==> src/rtl/adder_ctrl_pkg.sv <==
// Shared types for the checked-adder retry controller: FSM states and response codes.
package adder_ctrl_pkg;

    typedef enum logic [1:0] {
        IDLE  = 2'd0,
        ISSUE = 2'd1,
        RESP  = 2'd2
    } state_t;

    localparam logic [1:0] ST_OK    = 2'b00;
    localparam logic [1:0] ST_CORR  = 2'b01;
    localparam logic [1:0] ST_INERR = 2'b10;
    localparam logic [1:0] ST_FATAL = 2'b11;

endpackage

==> src/rtl/operand_code_check.sv <==
// Input pre-check: odd overall parity across operands+parity bit, and a one-hot code word.
module operand_code_check (
    input  logic [2:0] a,
    input  logic [2:0] b,
    input  logic       par,
    input  logic [2:0] code,
    output logic       ok
);

    logic parity_ok;
    logic onehot_ok;

    assign parity_ok = ^{a, b, par};
    assign onehot_ok = (code != 3'b000) && ((code & (code - 3'd1)) == 3'b000);
    assign ok        = parity_ok && onehot_ok;

endmodule

==> src/rtl/adder_retry_ctrl.sv <==
// Issues operands to an external two-rail checked adder, samples after settling, retries on error.
module adder_retry_ctrl
    import adder_ctrl_pkg::*;
#(
    parameter int MAX_RETRY     = 2,
    parameter int SETTLE_CYCLES = 1
) (
    input  logic       clk,
    input  logic       rst,
    input  logic       req_valid,
    output logic       req_ready,
    input  logic [2:0] req_a,
    input  logic [2:0] req_b,
    input  logic       req_par,
    input  logic [2:0] req_code,
    output logic [2:0] add_a,
    output logic [2:0] add_b,
    output logic       add_par,
    output logic [2:0] add_code,
    input  logic [2:0] add_sum,
    input  logic       add_cout,
    input  logic       add_e0,
    input  logic       add_e1,
    output logic       rsp_valid,
    input  logic       rsp_ready,
    output logic [2:0] rsp_sum,
    output logic       rsp_cout,
    output logic [1:0] rsp_status,
    output logic [1:0] rsp_tries,
    output logic       busy,
    output logic       perm_fault,
    output logic [7:0] fault_count
);

    localparam logic [1:0] SETTLE_INIT = 2'(SETTLE_CYCLES - 1);
    localparam logic [1:0] RETRY_MAX   = 2'(MAX_RETRY);

    state_t     state;
    logic [1:0] settle;
    logic [1:0] tries;
    logic       in_ok;
    logic       sample_pass;

    operand_code_check u_check (
        .a    (req_a),
        .b    (req_b),
        .par  (req_par),
        .code (req_code),
        .ok   (in_ok)
    );

    assign req_ready   = (state == IDLE);
    assign busy        = (state != IDLE);
    assign rsp_valid   = (state == RESP);
    assign sample_pass = (add_e0 != add_e1);

    always_ff @(posedge clk) begin
        if (rst) begin
            state       <= IDLE;
            settle      <= '0;
            tries       <= '0;
            add_a       <= '0;
            add_b       <= '0;
            add_par     <= 1'b0;
            add_code    <= '0;
            rsp_sum     <= '0;
            rsp_cout    <= 1'b0;
            rsp_status  <= ST_OK;
            rsp_tries   <= '0;
            perm_fault  <= 1'b0;
            fault_count <= '0;
        end else begin
            case (state)
                IDLE: begin
                    if (req_valid) begin
                        if (in_ok) begin
                            add_a    <= req_a;
                            add_b    <= req_b;
                            add_par  <= req_par;
                            add_code <= req_code;
                            settle   <= SETTLE_INIT;
                            tries    <= '0;
                            state    <= ISSUE;
                        end else begin
                            // Bad operands never reach the adder; report directly.
                            rsp_sum    <= '0;
                            rsp_cout   <= 1'b0;
                            rsp_status <= ST_INERR;
                            rsp_tries  <= '0;
                            state      <= RESP;
                        end
                    end
                end
                ISSUE: begin
                    if (settle != 2'd0) begin
                        settle <= settle - 2'd1;
                    end else if (sample_pass) begin
                        rsp_sum    <= add_sum;
                        rsp_cout   <= add_cout;
                        rsp_status <= (tries == 2'd0) ? ST_OK : ST_CORR;
                        rsp_tries  <= tries;
                        state      <= RESP;
                    end else begin
                        fault_count <= (fault_count == 8'hFF) ? 8'hFF : fault_count + 8'd1;
                        if (tries < RETRY_MAX) begin
                            tries  <= tries + 2'd1;
                            settle <= SETTLE_INIT;
                        end else begin
                            rsp_sum    <= add_sum;
                            rsp_cout   <= add_cout;
                            rsp_status <= ST_FATAL;
                            rsp_tries  <= tries;
                            perm_fault <= 1'b1;
                            state      <= RESP;
                        end
                    end
                end
                RESP: begin
                    if (rsp_ready) state <= IDLE;
                end
                default: state <= IDLE;
            endcase
        end
    end

endmodule

==> config.mk <==
export PLATFORM = sky130hd
export DESIGN_NAME = adder_retry_ctrl
export DESIGN_NICKNAME = d
export VERILOG_FILES = /design/src/rtl/adder_ctrl_pkg.sv /design/src/rtl/operand_code_check.sv /design/src/rtl/adder_retry_ctrl.sv
export SDC_FILE = /design/constraint.sdc
export NUM_CORES = 1
export LEC_CHECK = 0
export BUFFER_PORTS_ARGS = -buffer_cell sky130_fd_sc_hd__buf_2
export CORE_MARGIN = 10
export CORE_UTILIZATION = 45
export DETAILED_ROUTE_END_ITERATION = 10
export PLACE_DENSITY = 0.71
export SLEW_MARGIN = 10
export SYNTH_ARGS = -nofsm -noshare
export SYNTH_HDL_FRONTEND = slang
export SYNTH_SLANG_ARGS = --single-unit
==> constraint.sdc <==
create_clock -name clk -period 2.8 [get_ports clk]
set_input_delay 0.84 -clock clk [delete_from_list [all_inputs] [get_ports clk]]
set_output_delay 0.84 -clock clk [all_outputs]
set_load 0.005 [all_outputs]
* Word level (Yosys, flattened, before mapping)
Index checks and enable logic that the tools add are counted.
W data, S select, Z words.
** Storage, ports and cells
- Input port bits :: 20
- Memory bits (read-only) :: 0
- Memories :: 0
- RAM bits :: 0
- Bits in latches :: 0
- Flip-flop bits (word level) :: 33
** Cells by class
- Add/sub/neg operators :: 4
- Divide/modulo/power cells :: 0
- Equal/unequal tests :: 14
- Order comparisons :: 1
- Mux-type cells :: 43
- Reductions and logical operators :: 17
- Bitwise operators :: 4
- Shifts and indexed selects :: 0
- Multiply operators :: 0
** Operators with widths (count)
- $mux W2 :: 24
- $pmux W2 S2 :: 4
- $mux W3 :: 5
- $ne A2 B2 Y1 const B :: 5
- $reduce_and A5 Y1 :: 2
- $ne A3 B3 Y1 const B :: 3
- $add A8 B1 Y8 const B :: 1
- $eq A8 B8 Y1 const B :: 1
- $mux W8 :: 1
- $reduce_and A4 Y1 :: 2
- $reduce_xor A7 Y1 :: 1
- $mux W1 :: 6
- $pmux W2 S3 :: 1
- $pmux W3 S2 :: 1
- $reduce_and A3 Y1 :: 2
- $reduce_and A6 Y1 :: 1
- $reduce_bool A2 Y1 :: 3
- $logic_not A2 Y1 :: 2
- $ne A2 B1 Y1 const B :: 2
- $and A3 B3 Y3 :: 1
- $logic_not A3 Y1 :: 1
- $not A1 Y1 :: 3
- $reduce_bool A3 Y1 :: 1
- $sub A3 B1 Y3 const B :: 1
- 8 further kinds :: 9

* Logic depth before layout (Yosys ltp)
- Word-level depth :: 8
- Depth in mapped cells :: 8

* Modules after synthesis
From an unflattened synthesis, not the netlist that was laid out.
** Unflattened totals
- Cell total of the unflattened synthesis :: 171
- Area total of the unflattened synthesis :: 1453.9 um^2
** By module, submodules not included
- adder_retry_ctrl :: area each 1368.8 um^2, cells an instance 163, instances 1, sequential area each 660.6 um^2
- operand_code_check :: area each 85.1 um^2, cells an instance 8, instances 1, sequential area each 0.0 um^2

* Worst setup path before layout
Ideal clock, no wire load.
- Kind :: input to register
- Start point :: in req_b[0]
- End point :: reg add_a[0]
- Data required time :: 2728 ps
- Stages :: 6
- Data arrival time :: 2151 ps
- Path slack :: 577 ps
- Path buffers :: 2
- Cells stage by stage :: xnor3_1 xnor3_1 and3b_1 clkbuf_1 buf_4 mux2i_1
** On the way
- Cells in the longest elaborated chain, start to end :: 3
** RTL lines
- start: declaration :: RTL line adder_retry_ctrl.sv:13 : input logic [2:0] req_b,
- $reduce_xor A7 Y1 :: RTL line operand_code_check.sv:13 : assign parity_ok = ^{a, b, par};
- $logic_and A1 B1 Y1 :: RTL line operand_code_check.sv:15 : assign ok = parity_ok && onehot_ok;
- $reduce_and A3 Y1 (no source line)
- end signal: assignment :: RTL line adder_retry_ctrl.sv:77 : add_a <= req_a;
- end: declaration :: RTL line adder_retry_ctrl.sv:16 : output logic [2:0] add_a,
Every way passes these cells.
A chain may end at the register's enable or synchronous reset.

* Final worst setup path
Same ends and word-level chain as after synthesis.

==> reports/results.txt <==
Final Cycle Share: 0.786
Clk Latency, worst-skew pair: 0.33 ns
F_max: 0.455 GHz
Hold_sp: settle[1]$_SDFFE_PP0P_
RSZ-0062 raised after global routing: false
HPWL Detailed: 2960 µm
Clock Pin Slew Worst Setup and Hold Paths: 0.09 ns
Reg2Reg Setup Slack: 0.82 ns
P per Cell Area: 503 nW/µm²
Non-Filler Instances: 278
ANT cells: 0
Post-synth EDFFs: 0
Die width: 80.2 µm
Syn avg cell area: 9.06 µm²
CTS Buf Count: 5
Final hold violations: 0
Post-Synthesis Cells: 180
Top_reg_cell synth: dfxtp_1
First-pass GRT wire length: 6420 µm
Final Max Tran Viols: 0
Post-route ant nets: 0
Area of the core: 3420 µm²
Startpoint Class: primary input
Minimum clock period: 2.20 ns
CP Buf/Inv Count: 2
Filler cell count: 346
Top cell type's share of synthesized area: 0.405
Slowest-stage cell, CP: xnor3_1
Post-synth cell types: 46
IO Port Bufs: 49
Drt wl/cell: 13.7 µm
Syn-to-layout area delta: 20.2%
CP peak stage delay: 0.40 ns
Hold WC Path Type: reg2reg
Post-synthesis adder-cell area fraction: 0.0153
Status: complete, no violations
Req. time, crit path: 3.07 ns
# IOs: 50
Commonest cells in the netlist: nand2_1 (34), dfxtp_1 (33), nand3_1 (13)
DIE AREA: 6430 µm²
YS warnings: 0
Post-CTS sizing: 0
Share of flip-flops with an asynchronous set or reset: 0
Clock skew: 0.00397 ns
Yosys reg bits: 33
Worst R2R Start: state[0]$_SDFFE_PP0P_
Area leader, netlist: dfxtp_1
GRT Util Overall: 0.122
Via density: 5.25
Vias in the first global route: 1430
Pleak: 0.868 nW
Actual slew at the worst max-slew pin: 0.585 ns
Die H: 80.2 µm
Routed vias: 1459
Inst Count DP: 270
Site Rows: 21
Synth Area in Compound Gates: 0.148
Dominant cell by count in the synthesized netlist: nand2_1
CTS tree: built
Initial drt markers: 95
H-tree depth: 2
Seq/Total Area, Yosys: 0.405
Critical path type: in2reg
Post-synthesis mux area share: 0.0613
Initial core utilization: 0.478
Dominant cells by area after synthesis: dfxtp_1 (40%), nand2_1 (7.8%), mux2i_1 (6.1%)
Largest family of logic cells by synthesized area: simple AND/OR/NAND/NOR gates
Post-Route WL: 3800 µm
Final setup viols: 0
Max-Cap Viols: 0
Remaining DRCs: 0
Initial antenna violation count: 0
GP Congestion: 0.863
Netlist Area Pre-Place: 1630 µm²
Post-CTS setup buffers: 0
Synthesized net count: 202
Root Driver: clkbuf_4
Post-synthesis xor/xnor area fraction: 0.0652
Largest net degree at the start of global routing: 23
Critical path startpoint: req_b[0]
Count of hold-fix buffers inserted at cts: 0
Peak VDD IR: 0.000353 V
Grt ovf: 0
Area share of and/or/nand/nor cells after synthesis: 0.237
Worst rel slew slack: 0.609
CTS Sinks: 33
WP data arrival: 2.46 ns
CP endpoint kind: flop
Clock buffer depth: 2
Total iterations of the first detailed-routing run: 4
Fin Setup TNS: 0 ns
Crit path cell chain: buf_2 -> xnor3_1 -> xnor3_1 -> and3b_1 -> buf_4 -> mux2i_1
CP max FO: 7
CP delay by family, top: XOR/XNOR gates
Final #Nets: 253
Proportion of layout cells with a drive suffix above 1: 0.306
Crit path top cell by count: xnor3_1
[cell type report]
class | instances | area, µm² | share of cell area
Multi-Input combinational cell | 129 | 860 | 0.438
Sequential cell | 33 | 661 | 0.337
Timing Repair Buffer | 54 | 283 | 0.144
Clock buffer | 7 | 65.1 | 0.0332
Tap cell | 46 | 57.6 | 0.0294
Inverter | 8 | 30.0 | 0.0153
Clock inverter | 1 | 5.00 | 0.00255
[stage by stage]
| stage | hold WS (ns) | worst slack [ns] | instance area [µm²] | power [W] | utilization |
|---|---|---|---|---|---|
| 2_1_floorplan | 0.423 | 0.577 | 1630 | 0.000633 | - |
| 3_3_place_gp | 0.440 | 0.335 | 1890 | 0.000697 | 0.553 |
| 3_5_place_dp | 0.441 | 0.256 | 1890 | 0.000699 | 0.553 |
| 4_1_cts | 0.457 | 0.607 | 1960 | 0.00100 | 0.574 |
| 5_1_grt | 0.485 | 0.483 | 1960 | 0.00104 | 0.574 |
| 6_report | 0.455 | 0.600 | 1960 | 0.000987 | 0.574 |
[cells by family (layout without fill, tap and decap cells)]
logic type | count (synthesis) | count (layout)
AOI/OAI and AO/OA | 33 | 33
xor gates and xnor gates | 9 | 9
adders and majority gates | 2 | 2
buffers and inverters | 18 | 70
DFF | 33 | 33
muxes | 10 | 10
and+or+nand+nor | 75 | 75
[layout by cell type (no fill, tap or decap), types with 3 or more instances in the layout]
master | netlist | routed
a21oi_1 | 7 | 7
and3_1 | 3 | 3
buf_2 | 0 | 49
buf_4 | 1 | 5
clkbuf_4 | 0 | 5
dfxtp_1 | 33 | 33
inv_1 | 7 | 7
mux2i_1 | 10 | 10
nand2_1 | 34 | 34
nand3_1 | 13 | 13
nor2_1 | 6 | 6
nor3_1 | 4 | 4
o31ai_1 | 8 | 8
xnor2_1 | 5 | 5
[flip-flops by register name, indices dropped and copies added (netlist names)]
name	cells
perm_fault	1
add_par	1
add_a	3
state	2
rsp_cout	1
fault_count	8
rsp_tries	2
rsp_status	2
settle	2
add_b	3
tries	2
add_code	3
rsp_sum	3
[per-layer routing]
metal / vias up / track usage / share of wire
met3: 5 / 0.0490 / 0.057
met2: 29 / 0.208 / 0.48
li1: 748 / - / -
met1: 677 / 0.134 / 0.45
met4: 0 / 0.0458 / 0.012
met5: - / 0 / 0
[worst reg2reg max path, cell delays in order (launching register included)]
cell      delay [ns]
dfxtp_1         0.49
or4b_1          0.66
nor3_4          0.34
a41oi_1         0.15
a311oi_1        0.26
[path summary, 6_finish.rpt]
path                                 end  depth (start not counted)
max                add_a[0]$_SDFFE_PP0P_                          6
min               settle[1]$_SDFFE_PP0P_                          2
max reg2reg  fault_count[6]$_SDFFE_PP0P_                          4
min reg2reg       settle[1]$_SDFFE_PP0P_                          2
[report_power, final]
part	leakage (nW)	internal, W	total [W]	switching [W]
sequential	0.267	0.000488	0.000503	0.0000147
clock	0.0413	0.000145	0.000300	0.000155
combinational	0.560	0.0000839	0.000184	0.000100
(Power assumes the default switching activity.)
